[src/rtl/marquee_pkg.sv]
// Shared definitions for the 6-digit scrolling marquee (driver and receiver).
// - SEG_*   : active-low 7-segment patterns, index [0:6] = segments a..g
// - CHAR_*  : 2-bit character codes carried by the marquee
// - state_e : receiver lock FSM states
// - helpers : digit lookup with wrap and expected-frame construction
package marquee_pkg;

  localparam int unsigned NUM_DIGITS = 6;

  typedef logic [1:0] char_t;
  typedef logic [NUM_DIGITS-1:0][1:0] frame_t;

  localparam char_t CHAR_D     = 2'd0;
  localparam char_t CHAR_E     = 2'd1;
  localparam char_t CHAR_I     = 2'd2;
  localparam char_t CHAR_BLANK = 2'd3;

  localparam logic [0:6] SEG_D     = 7'b1000010;
  localparam logic [0:6] SEG_E     = 7'b0110000;
  localparam logic [0:6] SEG_I     = 7'b1001111;
  localparam logic [0:6] SEG_BLANK = 7'b1111111;

  typedef enum logic [1:0] {HUNT, VERIFY, LOCKED} state_e;

  function automatic logic [2:0] phase_inc(logic [2:0] ph);
    return (ph == 3'd5) ? 3'd0 : ph + 3'd1;
  endfunction

  // Character at digit index idx, wrapping modulo NUM_DIGITS.
  function automatic char_t digit_at(frame_t f, int unsigned idx);
    logic [2:0] i;
    i = 3'(idx % NUM_DIGITS);
    return f[i];
  endfunction

  // Frame the driver shows for word {c2,c1,c0} with c0 at HEX index ph.
  function automatic frame_t expected_frame(logic [5:0] w, logic [2:0] ph);
    frame_t     f;
    logic [2:0] idx;
    f = {NUM_DIGITS{CHAR_BLANK}};
    for (int unsigned k = 0; k < 3; k++) begin
      idx    = 3'((32'(ph) + k) % NUM_DIGITS);
      f[idx] = w[2*k +: 2];
    end
    return f;
  endfunction

endpackage

[src/rtl/seg7_char_decode.sv]
// Combinational decode of one active-low 7-segment digit back to a marquee character.
// - seg   : in  [0:6] segment vector, bit 0 = seg a, 0 = lit
// - code  : out 2-bit character code (CHAR_BLANK when invalid)
// - valid : out 1 when seg is one of the four legal patterns
module seg7_char_decode
  import marquee_pkg::*;
(
  input  logic [0:6] seg,
  output char_t      code,
  output logic       valid
);

  always_comb begin
    code  = CHAR_BLANK;
    valid = 1'b1;
    case (seg)
      SEG_D:     code = CHAR_D;
      SEG_E:     code = CHAR_E;
      SEG_I:     code = CHAR_I;
      SEG_BLANK: code = CHAR_BLANK;
      default:   valid = 1'b0;
    endcase
  end

endmodule

[src/rtl/marquee_scroll_receiver.sv]
// Receive end of the 6-digit scrolling marquee. Decodes the six HEX buses, acquires the scroll
// phase and recovers the 3-char word, confirming each frame is the previous one rotated by one.
// - clock       : in  sole clock, posedge
// - reset       : in  synchronous, active-high
// - frame_valid : in  one-cycle strobe, hex0..hex5 hold a new frame
// - hex0..hex5  : in  [0:6] active-low segment vectors
// - word        : out {c2,c1,c0}, c0 = leading char
// - phase       : out HEX index of c0, 0..5
// - locked      : out word/phase trustworthy
// - word_valid  : out pulse when locked rises or word changes while locked
// - frame_err   : out pulse on undecodable digit or mismatch while locked
// Latency frame_valid -> outputs is 2 cycles (decode register, then FSM).
module marquee_scroll_receiver
  import marquee_pkg::*;
#(
  parameter int unsigned LOCK_FRAMES = 2,
  parameter int unsigned MISS_LIMIT  = 2
) (
  input  logic       clock,
  input  logic       reset,
  input  logic       frame_valid,
  input  logic [0:6] hex0,
  input  logic [0:6] hex1,
  input  logic [0:6] hex2,
  input  logic [0:6] hex3,
  input  logic [0:6] hex4,
  input  logic [0:6] hex5,
  output logic [5:0] word,
  output logic [2:0] phase,
  output logic       locked,
  output logic       word_valid,
  output logic       frame_err
);

  // Counter value at which the next good/bad frame reaches the threshold.
  localparam logic [2:0] LOCK_LAST = 3'(LOCK_FRAMES - 1);
  localparam logic [2:0] MISS_LAST = 3'(MISS_LIMIT - 1);

  logic [0:6]            hex_arr [NUM_DIGITS];
  frame_t                dec_code;
  logic [NUM_DIGITS-1:0] dec_valid;

  assign hex_arr[0] = hex0;
  assign hex_arr[1] = hex1;
  assign hex_arr[2] = hex2;
  assign hex_arr[3] = hex3;
  assign hex_arr[4] = hex4;
  assign hex_arr[5] = hex5;

  for (genvar g = 0; g < NUM_DIGITS; g++) begin : g_dec
    seg7_char_decode u_dec (
      .seg   (hex_arr[g]),
      .code  (dec_code[g]),
      .valid (dec_valid[g])
    );
  end

  // Stage 1: registered decode.
  logic                  s1_valid_q;
  frame_t                codes_q;
  logic [NUM_DIGITS-1:0] dvalid_q;

  always_ff @(posedge clock) begin
    if (reset) begin
      s1_valid_q <= 1'b0;
      codes_q    <= '0;
      dvalid_q   <= '0;
    end else begin
      s1_valid_q <= frame_valid;
      if (frame_valid) begin
        codes_q  <= dec_code;
        dvalid_q <= dec_valid;
      end
    end
  end

  // Acquire: the leading char sits right after three trailing blanks; at most one candidate.
  logic       acq_ok;
  logic [5:0] acq_word;
  logic [2:0] acq_phase;

  always_comb begin
    acq_ok    = 1'b0;
    acq_word  = '0;
    acq_phase = '0;
    for (int unsigned p = 0; p < NUM_DIGITS; p++) begin
      if (digit_at(codes_q, p + 3) == CHAR_BLANK && digit_at(codes_q, p + 4) == CHAR_BLANK &&
          digit_at(codes_q, p + 5) == CHAR_BLANK && digit_at(codes_q, p) != CHAR_BLANK &&
          digit_at(codes_q, p + 2) != CHAR_BLANK) begin
        acq_ok    = 1'b1;
        acq_phase = 3'(p);
        acq_word  = {digit_at(codes_q, p + 2), digit_at(codes_q, p + 1), digit_at(codes_q, p)};
      end
    end
  end

  // Stage 2: lock FSM with registered outputs.
  state_e     state_q;
  logic [5:0] word_q;
  logic [2:0] phase_q;
  logic       locked_q;
  logic       word_valid_q;
  logic       frame_err_q;
  logic [2:0] match_cnt_q;
  logic [2:0] miss_cnt_q;

  logic [2:0] phase_nxt;
  logic       all_valid;
  logic       frame_match;

  assign phase_nxt   = phase_inc(phase_q);
  assign all_valid   = &dvalid_q;
  assign frame_match = (codes_q == expected_frame(word_q, phase_nxt));

  always_ff @(posedge clock) begin
    if (reset) begin
      state_q      <= HUNT;
      word_q       <= '0;
      phase_q      <= '0;
      locked_q     <= 1'b0;
      word_valid_q <= 1'b0;
      frame_err_q  <= 1'b0;
      match_cnt_q  <= '0;
      miss_cnt_q   <= '0;
    end else begin
      word_valid_q <= 1'b0;
      frame_err_q  <= 1'b0;
      if (s1_valid_q) begin
        if (!all_valid) begin
          // Garbage on the bus: drop lock but keep the last word/phase visible.
          frame_err_q <= 1'b1;
          state_q     <= HUNT;
          locked_q    <= 1'b0;
          match_cnt_q <= '0;
          miss_cnt_q  <= '0;
        end else begin
          unique case (state_q)
            HUNT: begin
              if (acq_ok) begin
                state_q     <= VERIFY;
                word_q      <= acq_word;
                phase_q     <= acq_phase;
                match_cnt_q <= '0;
              end
            end
            VERIFY: begin
              if (frame_match) begin
                phase_q     <= phase_nxt;
                match_cnt_q <= (match_cnt_q == 3'd7) ? match_cnt_q : match_cnt_q + 3'd1;
                if (match_cnt_q >= LOCK_LAST) begin
                  state_q      <= LOCKED;
                  locked_q     <= 1'b1;
                  word_valid_q <= 1'b1;
                  miss_cnt_q   <= '0;
                end
              end else if (acq_ok) begin
                word_q      <= acq_word;
                phase_q     <= acq_phase;
                match_cnt_q <= '0;
              end else begin
                state_q     <= HUNT;
                match_cnt_q <= '0;
              end
            end
            LOCKED: begin
              if (frame_match) begin
                phase_q    <= phase_nxt;
                miss_cnt_q <= '0;
              end else if (acq_ok && acq_phase == phase_nxt && acq_word != word_q) begin
                // Driver changed the word without losing step: follow it.
                word_q       <= acq_word;
                phase_q      <= phase_nxt;
                word_valid_q <= 1'b1;
                miss_cnt_q   <= '0;
              end else begin
                frame_err_q <= 1'b1;
                phase_q     <= phase_nxt;
                if (miss_cnt_q >= MISS_LAST) begin
                  state_q     <= HUNT;
                  locked_q    <= 1'b0;
                  miss_cnt_q  <= '0;
                  match_cnt_q <= '0;
                end else begin
                  miss_cnt_q <= miss_cnt_q + 3'd1;
                end
              end
            end
            default: state_q <= HUNT;
          endcase
        end
      end
    end
  end

  assign word       = word_q;
  assign phase      = phase_q;
  assign locked     = locked_q;
  assign word_valid = word_valid_q;
  assign frame_err  = frame_err_q;

endmodule
[config.mk]
export PLATFORM = sky130hd
export DESIGN_NAME = marquee_scroll_receiver
export DESIGN_NICKNAME = d
export VERILOG_FILES = /design/src/rtl/marquee_pkg.sv /design/src/rtl/seg7_char_decode.sv /design/src/rtl/marquee_scroll_receiver.sv
export SDC_FILE = /design/constraint.sdc
export NUM_CORES = 1
export LEC_CHECK = 0
export BUFFER_PORTS_ARGS = -buffer_cell sky130_fd_sc_hd__buf_2
export CORE_UTILIZATION = 40
export DETAILED_ROUTE_END_ITERATION = 10
export GPL_TIMING_DRIVEN = 0
export HOLD_SLACK_MARGIN = 0.02
export MAX_ROUTING_LAYER = met4
export PLACE_DENSITY = 0.63
export SETUP_SLACK_MARGIN = 0.2
export SLEW_MARGIN = 25
export SYNTH_ARGS = -nofsm -noshare
export SYNTH_HDL_FRONTEND = slang
export SYNTH_SLANG_ARGS = --single-unit
[constraint.sdc]
create_clock -name clock -period 4.66 [get_ports clock]
set_clock_uncertainty 0.15 [all_clocks]
set_input_delay 0.932 -clock clock [delete_from_list [all_inputs] [get_ports clock]]
set_output_delay 0.932 -clock clock [all_outputs]
set_load 0.01 [all_outputs]
==> metrics.md, run 1 <==
| Metric | Value |
|---|---|
| Sw Share | `0.299` |
| EDFF count, synth | `0` |
| Clk pwr share | `0.329` |
| CP Max Fanout | `10` |
| Finish-stage setup viols | `8` |
| Largest net degree at the start of global routing | `12` |
| CTS tree | `done` |
| Comb pwr share | `0.184` |
| Starting Density | `0.409` |
| Register area share after synthesis | `0.176` |
| CP arrival | `4780 ps` |
| Core footprint | `0.0108 mm²` |
| Top post-synthesis cells by area | `dfxtp_1 18%, nor2_1 5.6%, ha_1 5.1%` |
| Worst-skew pair later-pin latency | `290 ps` |
| Final net count | `749` |
| Top post-synthesis cells by count | `66 x nor2_1, 39 x dfxtp_1, 39 x nand2_1, 28 x a21oi_1, 28 x o21ai_0` |
| CP startpoint kind | `flop` |
| Antenna diodes | `0` |
| Seq pwr share | `0.488` |
| P_int | `508 µW` |
| Min-Delay Path Class | `flop to flop` |
| Type of the worst setup path | `flop to flop` |
| Die ar. | `0.0115 mm²` |
| Crit. End Element | `flop` |
| Global-route wire length before repair | `24100 µm` |
| Initial DRC count | `384` |
| H-tree depth | `2` |
| Most frequent CP cell | `buf_4` |
| Reg clk slew, reported paths | `80 ps` |
| Syn Nets | `662` |
| Ys flop type | `dfxtp_1` |
| Layout cells sized above 1 | `0.273` |
| Post-DP HPWL | `11000 µm` |
| Die W | `107 µm` |
| Synth Register Bits | `39` |
| Violated checks | `design-rule violations, negative setup slack` |
| Synth-to-Final Area Change | `24.5%` |
| # rows | `38` |
| Most common cell in the netlist | `nor2_1` |
| Post-CTS Hold Fix Bufs | `0` |
| Total number of vias | `5191` |
| Max-Cap Viols | `0` |
| CP Cell Sequence | `buf_6 > or3b_4 > and2_4 > clkinv_4 > ha_4 > buf_4 > buf_4 > buf_4 > and4bb_1 > o32ai_1 > o31ai_1 > a21oi_1 > nor4_2 > o311ai_4 > nor4_4 > buf_6 > mux2_4 > nand2_4 > or4_1 > a21oi_1` |
| Vias per cell | `6.28` |
| Pwr dens | `131 mW/mm²` |
| DP Worst Slack | `-447 ps` |
| Yosys top cell by area | `dfxtp_1` |
| DP Area | `0.00502 mm²` |
| Ports | `57` |
| Slew Limit Fails | `0` |
| Die Y | `107 µm` |
| Syn_area_per_cell | `7.40 µm²` |
| Yosys warnings | `0` |
| Smallest hold slack | `343 ps` |
| DRT Pass-1 Iters | `8` |
| Reg2reg start | `phase[0]` |
| R2r setup slk | `-50 ps` |
| Async set-reset flop share out of synthesis | `0` |
| Slew Limit Headroom | `0.448` |
| Initial antenna violation count | `0` |
| Min-delay src | `dvalid_q[3]` |
| RePlAce Congestion | `0.941` |
| Tmin final | `4710 ps` |
| Final hold vios | `0` |
| Setup WS post-layout | `-50.7 ps` |
| Worst-Margin Slew | `821 ps` |
| Status | `finished, violations left` |
| Port-buffer cells | `55` |
| Inserted Clock Buffers | `5` |
| Longest Clk Path Bufs | `2` |
| Global-route usage over all layers | `0.265` |
| FMAX | `0.212 GHz` |
| Switching power | `217 µW` |
| Share of the synthesized area in the top cell type | `0.176` |
| Setup_tns | `-201 ps` |
| Root buf cell | `clkbuf_8` |
| RSZ-0062 raised after global routing | `yes` |
| Synth cell types | `93` |
| # clock sinks | `39` |
| Post-DRT Antenna Nets | `0` |
| Post-Route WL | `14900 µm` |
| DRC Markers | `1` |
| VDD IR max | `0.122 mV` |
| Req. time, crit path | `4730 ps` |
| Grt ovf | `0` |
| Post-route clock period utilization | `1.01` |
| Leakage power | `0.00208 µW` |
| Vias in the first global route | `4944` |
| Routed wire per std cell | `18.0 µm` |
| Cell Area, Synth | `0.00444 mm²` |
| CP max stage cell | `o31ai_1` |
| Critical Path Max Stage Delay | `470 ps` |
| Post-Synthesis Cells | `599` |
| Final Util | `0.510` |
| Critical Path Start | `phase[0]` |
| Final instance area | `0.00552 mm²` |
registers in the layout, indices dropped and copies added (netlist names):
register and count:
s1_valid_q 1, miss_cnt_q 3, phase 3, frame_err 1
state_q 2, locked 1, word 6, word_valid 1
codes_q 12, dvalid_q 6, match_cnt_q 3
metal layers:
layer | wire (µm) | vias up | track usage
met2 | 7330 | 219 | 0.451
li1 | - | 2459 | -
met1 | 6340 | 2471 | 0.329
met5 | 0 | - | -
met4 | 440 | 0 | 0.0978
met3 | 766 | 42 | 0.0200
placed cells by master (no fill, tap or decap), types with 10 or more instances in the layout:
| master | n |
|---|---|
| or3_1 | 10 |
| a31oi_1 | 13 |
| a211oi_1 | 18 |
| xnor2_1 | 11 |
| dfxtp_1 | 36 |
| o21ai_0 | 25 |
| inv_1 | 22 |
| buf_4 | 27 |
| ha_1 | 16 |
| nand4_1 | 14 |
| a21oi_1 | 26 |
| nand2_1 | 38 |
| nor2_1 | 64 |
| nor2b_1 | 10 |
| nand3_1 | 20 |
| buf_2 | 64 |
| nor3_1 | 25 |
| clkbuf_1 | 17 |
path summary, 6_finish.rpt:
| path | end | cells after the start |
|---|---|---|
| max reg2reg | state_q[0] | 20 |
| max | state_q[0] | 20 |
| min reg2reg | dvalid_q[3] | 2 |
| min | dvalid_q[3] | 2 |
critical path, delay by kind of cell, from the launching register on:
kind                     cells  cell delay (ps)
adder cells (fa/ha/maj)      1              130
AND/OR/NAND/NOR              7             1860
AO/OA/AOI/OAI                5             1060
buffers and inverters        6              870
multiplexers                 1              190
flip-flops                   1              360
logic make-up after synthesis:
family / after synthesis / synth area share
AND/OR/NAND/NOR: 264 / 0.331
multiplexers: 14 / 0.0367
flip-flops: 39 / 0.176
XOR/XNOR: 13 / 0.0257
AO/OA/AOI/OAI: 186 / 0.311
adder cells (fa/ha/maj): 18 / 0.0508
buffers and inverters: 65 / 0.0697
power by group through the flow:
stage | combinational (µW) | sequential (µW) | clock (µW)
floorplan | 78.9 | 358 | 0
global placement | 122 | 361 | 0
detailed placement | 126 | 361 | 0
CTS | 129 | 353 | 241
global route | 148 | 355 | 256
finish | 133 | 353 | 238
timing repair:
action / 4_1_cts / 5_1_grt
resized for setup: 23 / 22
setup buffers: 17 / 8
pin swaps: 17 / 17
endpoints found under the setup margin: 20 / 20
final cells by class:
class,instances,area [µm²]
multi-input cells,495,3670
plain buffers,38,234
clock buffers,6,82.6
flip-flops and latches,39,787
fillers,1058,5320
well taps,140,175
repair buffers,80,467
inverters,27,106
clock inverters,1,5.00
through the flow:
stage	cells	power (µW)
floorplan	599	437
detailed placement	794	487
finish	826	725
global route	826	759
CTS	818	724
global placement	794	483
No activity file was read; power rests on OpenSTA's default activity.
==> inputs of run 2 (changes only) <==
--- a/config.mk
+++ b/config.mk
@@ -5,14 +5,17 @@
 export SDC_FILE = /design/constraint.sdc
 export NUM_CORES = 1
 export LEC_CHECK = 0
+export ABC_AREA = 1
 export BUFFER_PORTS_ARGS = -buffer_cell sky130_fd_sc_hd__buf_2
 export CORE_UTILIZATION = 40
+export CTS_CLUSTER_DIAMETER = 120
 export DETAILED_ROUTE_END_ITERATION = 10
 export GPL_TIMING_DRIVEN = 0
 export HOLD_SLACK_MARGIN = 0.02
 export MAX_ROUTING_LAYER = met4
 export PLACE_DENSITY = 0.63
 export SETUP_SLACK_MARGIN = 0.2
+export SKIP_LAST_GASP = 1
 export SLEW_MARGIN = 25
 export SYNTH_ARGS = -nofsm -noshare
 export SYNTH_HDL_FRONTEND = slang
==> metrics.md, run 2 <==
| Metric | Value |
|---|---|
| Status | `finished, final reports clean (was finished, violations left)` |
| Commonest cells after routing, fill and taps aside | `204 x nand2_1, 103 x inv_1, 96 x nor2_1, 67 x nand3_1, 58 x buf_2 (was 64 x nor2_1, 64 x buf_2, 38 x nand2_1, 36 x dfxtp_1, 27 x buf_4)` |
| Core footprint | `0.00991 mm² (was 0.0108 mm²)` |
| Worst-skew pair later-pin latency | `300 ps (was 290 ps)` |
| Most frequent CP cell | `nand2_1 (was buf_4)` |
| VDD IR max | `0.126 mV (was 0.122 mV)` |
| Crit. End Element | `flop (unchanged)` |
| Antenna diodes | `0 (unchanged)` |
| Synth Register Bits | `39 (unchanged)` |
| Largest net degree at the start of global routing | `15 (was 12)` |
| Syn_area_per_cell | `5.64 µm² (was 7.40 µm²)` |
| Synth cell types | `37 (was 93)` |
| Layout cells sized above 1 | `0.156 (was 0.273)` |
| Most flop-heavy register | `codes_q (unchanged)` |
| Post-route clock period utilization | `0.831 (was 1.01)` |
| CTS tree | `done (unchanged)` |
| Die W | `104 µm (was 107 µm)` |
| Vias in the first global route | `4508 (was 4944)` |
| Req. time, crit path | `4720 ps (was 4730 ps)` |
| Type of the worst setup path | `flop to flop (unchanged)` |
| DRT Pass-1 Iters | `5 (was 8)` |
| Reg clk slew, reported paths | `90 ps (was 80 ps)` |
| Post-CTS setup buffer count | `0 (was 17)` |
| Top post-synthesis cells by area | `dfxtp_1 19%, nand2_1 19%, inv_1 9.4% (was dfxtp_1 18%, nor2_1 5.6%, ha_1 5.1%)` |
| Post-DP HPWL | `9770 µm (was 11000 µm)` |
| Final net count | `858 (was 749)` |
| EDFF count, synth | `0 (unchanged)` |
| Global-route wire length before repair | `20300 µm (was 24100 µm)` |
| Routed wire per std cell | `12.9 µm (was 18.0 µm)` |
| Die ar. | `0.0107 mm² (was 0.0115 mm²)` |
| Post-Synthesis Cells | `732 (was 599)` |
| Grt ovf | `0 (unchanged)` |
| Root buf cell | `clkbuf_8 (unchanged)` |
| Finish-stage setup viols | `0 (was 8)` |
| Register area share after synthesis | `0.189 (was 0.176)` |
| Syn Nets | `795 (was 662)` |
| RePlAce Congestion | `0.935 (was 0.941)` |
| # rows | `36 (was 38)` |
| # clock sinks | `39 (unchanged)` |
| Share of the synthesized area in the top cell type | `0.189 (was 0.176)` |
| Setup WS post-layout | `787 ps (was -50.7 ps)` |
| Min-Delay Path Class | `flop to flop (unchanged)` |
| Commonest non-fill, non-tap cell in the layout | `nand2_1` |
| Final Util | `0.476 (was 0.510)` |
| Final hold vios | `0 (unchanged)` |
| DRC Markers | `0 (was 1)` |
| Total number of vias | `4760 (was 5191)` |
| Slew Limit Headroom | `0.620 (was 0.448)` |
| Post-CTS Hold Fix Bufs | `0 (unchanged)` |
| Pwr dens | `182 mW/mm² (was 131 mW/mm²)` |
| Starting Density | `0.417 (was 0.409)` |
| Slew Limit Fails | `0 (unchanged)` |
| Initial DRC count | `273 (was 384)` |
| Max-Cap Viols | `0 (unchanged)` |
| Synth-to-Final Area Change | `14.2% (was 24.5%)` |
| Largest register FFs | `12 (unchanged)` |
| Ports | `57 (unchanged)` |
| Die Y | `104 µm (was 107 µm)` |
| Post-Route WL | `11900 µm (was 14900 µm)` |
| Inserted Clock Buffers | `5 (unchanged)` |
| Global-route usage over all layers | `0.231 (was 0.265)` |
| Most common cell in the netlist | `nand2_1 (was nor2_1)` |
| RSZ-0062 raised after global routing | `no (was yes)` |
| Power after layout | `857 µW (was 725 µW)` |
| Critical Path Max Stage Delay | `360 ps (was 470 ps)` |
| Top post-synthesis cells by count | `204 x nand2_1, 103 x inv_1, 96 x nor2_1, 67 x nand3_1, 39 x dfxtp_1 (was 66 x nor2_1, 39 x dfxtp_1, 39 x nand2_1, 28 x a21oi_1, 28 x o21ai_0)` |
| DP Worst Slack | `821 ps (was -447 ps)` |
| Tmin final | `3870 ps (was 4710 ps)` |
| Ys flop type | `dfxtp_1 (unchanged)` |
| H-tree depth | `2 (unchanged)` |
| Initial antenna violation count | `0 (unchanged)` |
| Post-DRT Antenna Nets | `0 (unchanged)` |
| CP max stage cell | `dfxtp_1 (was o31ai_1)` |
| Resized Gates After CTS | `0 (was 23)` |
| Yosys top cell by area | `dfxtp_1 (unchanged)` |
| Vias per cell | `5.12 (was 6.28)` |
| Cell Area, Synth | `0.00413 mm² (was 0.00444 mm²)` |
| Longest Clk Path Bufs | `2 (unchanged)` |
| CP startpoint kind | `flop (unchanged)` |
| Port-buffer cells | `56 (was 55)` |
| Worst-Margin Slew | `567 ps (was 821 ps)` |
| CP arrival | `3930 ps (was 4780 ps)` |
| Yosys warnings | `0 (unchanged)` |
| Setup_tns | `0 ps (was -201 ps)` |
| Async set-reset flop share out of synthesis | `0 (unchanged)` |
| Leakage power | `0.00249 µW (was 0.00208 µW)` |
| CP Max Fanout | `10 (unchanged)` |
| FMAX | `0.258 GHz (was 0.212 GHz)` |
run 2: layout make-up:
class	instances	area [µm²]
timing repair buffer	56	280
clock buffer	5	68.8
tap	133	166
multi-input combinational	565	2860
buffer	12	55.1
fill	1091	5190
sequential	39	781
clock inverter	3	71.3
inverter	116	435
run 2: layer usage:
layer | track usage | part of all wire | vias to the layer above
li1 | - | - | 2497
met3 | 0.0214 | 0.046 | 21
met1 | 0.284 | 0.45 | 2109
met5 | - | 0 | -
met2 | 0.403 | 0.48 | 133
met4 | 0.0642 | 0.020 | 0
run 2: logic make-up (layout without fill, tap and decap cells):
logic type      after synthesis  after routing  synth area share
flops                        39             39             0.189
compound gates               75             75             0.103
xor+xnor                      3              3           0.00636
simple gates                469            469             0.529
fa+ha+maj                    18             18            0.0545
buf+inv                     128            192             0.119
run 2: path summary, 6_finish.rpt:
path	start	end	slack [ps]	cells after the start
min reg2reg	miss_cnt_q[2]	miss_cnt_q[2]	320	2
min	miss_cnt_q[2]	miss_cnt_q[2]	320	2
max reg2reg	phase[0]	word[5]	790	29
max	phase[0]	word[5]	790	29
run 2: metrics by stage:
stage	std cells	area (µm²)	hold WS, ps
6_report	929	4720	323
5_1_grt	929	4720	349
4_1_cts	929	4720	321
3_5_place_dp	921	4580	306
3_3_place_gp	921	4580	306
2_1_floorplan	732	4130	294
run 2: report_power, final:
group / internal (µW) / total (µW) / switching, µW
Sequential: 347 / 364 / 17.5
Combinational: 47.2 / 132 / 84.6
Clock: 218 / 361 / 143
Total: 612 / 857 / 245
run 2: worst max-delay path: cells and delay by family (launching register included):
family                   cells  cell delay, ps
AND/OR/NAND/NOR             23            2300
buffers and inverters        4             520
adder cells (fa/ha/maj)      2             470
flip-flops                   1             360
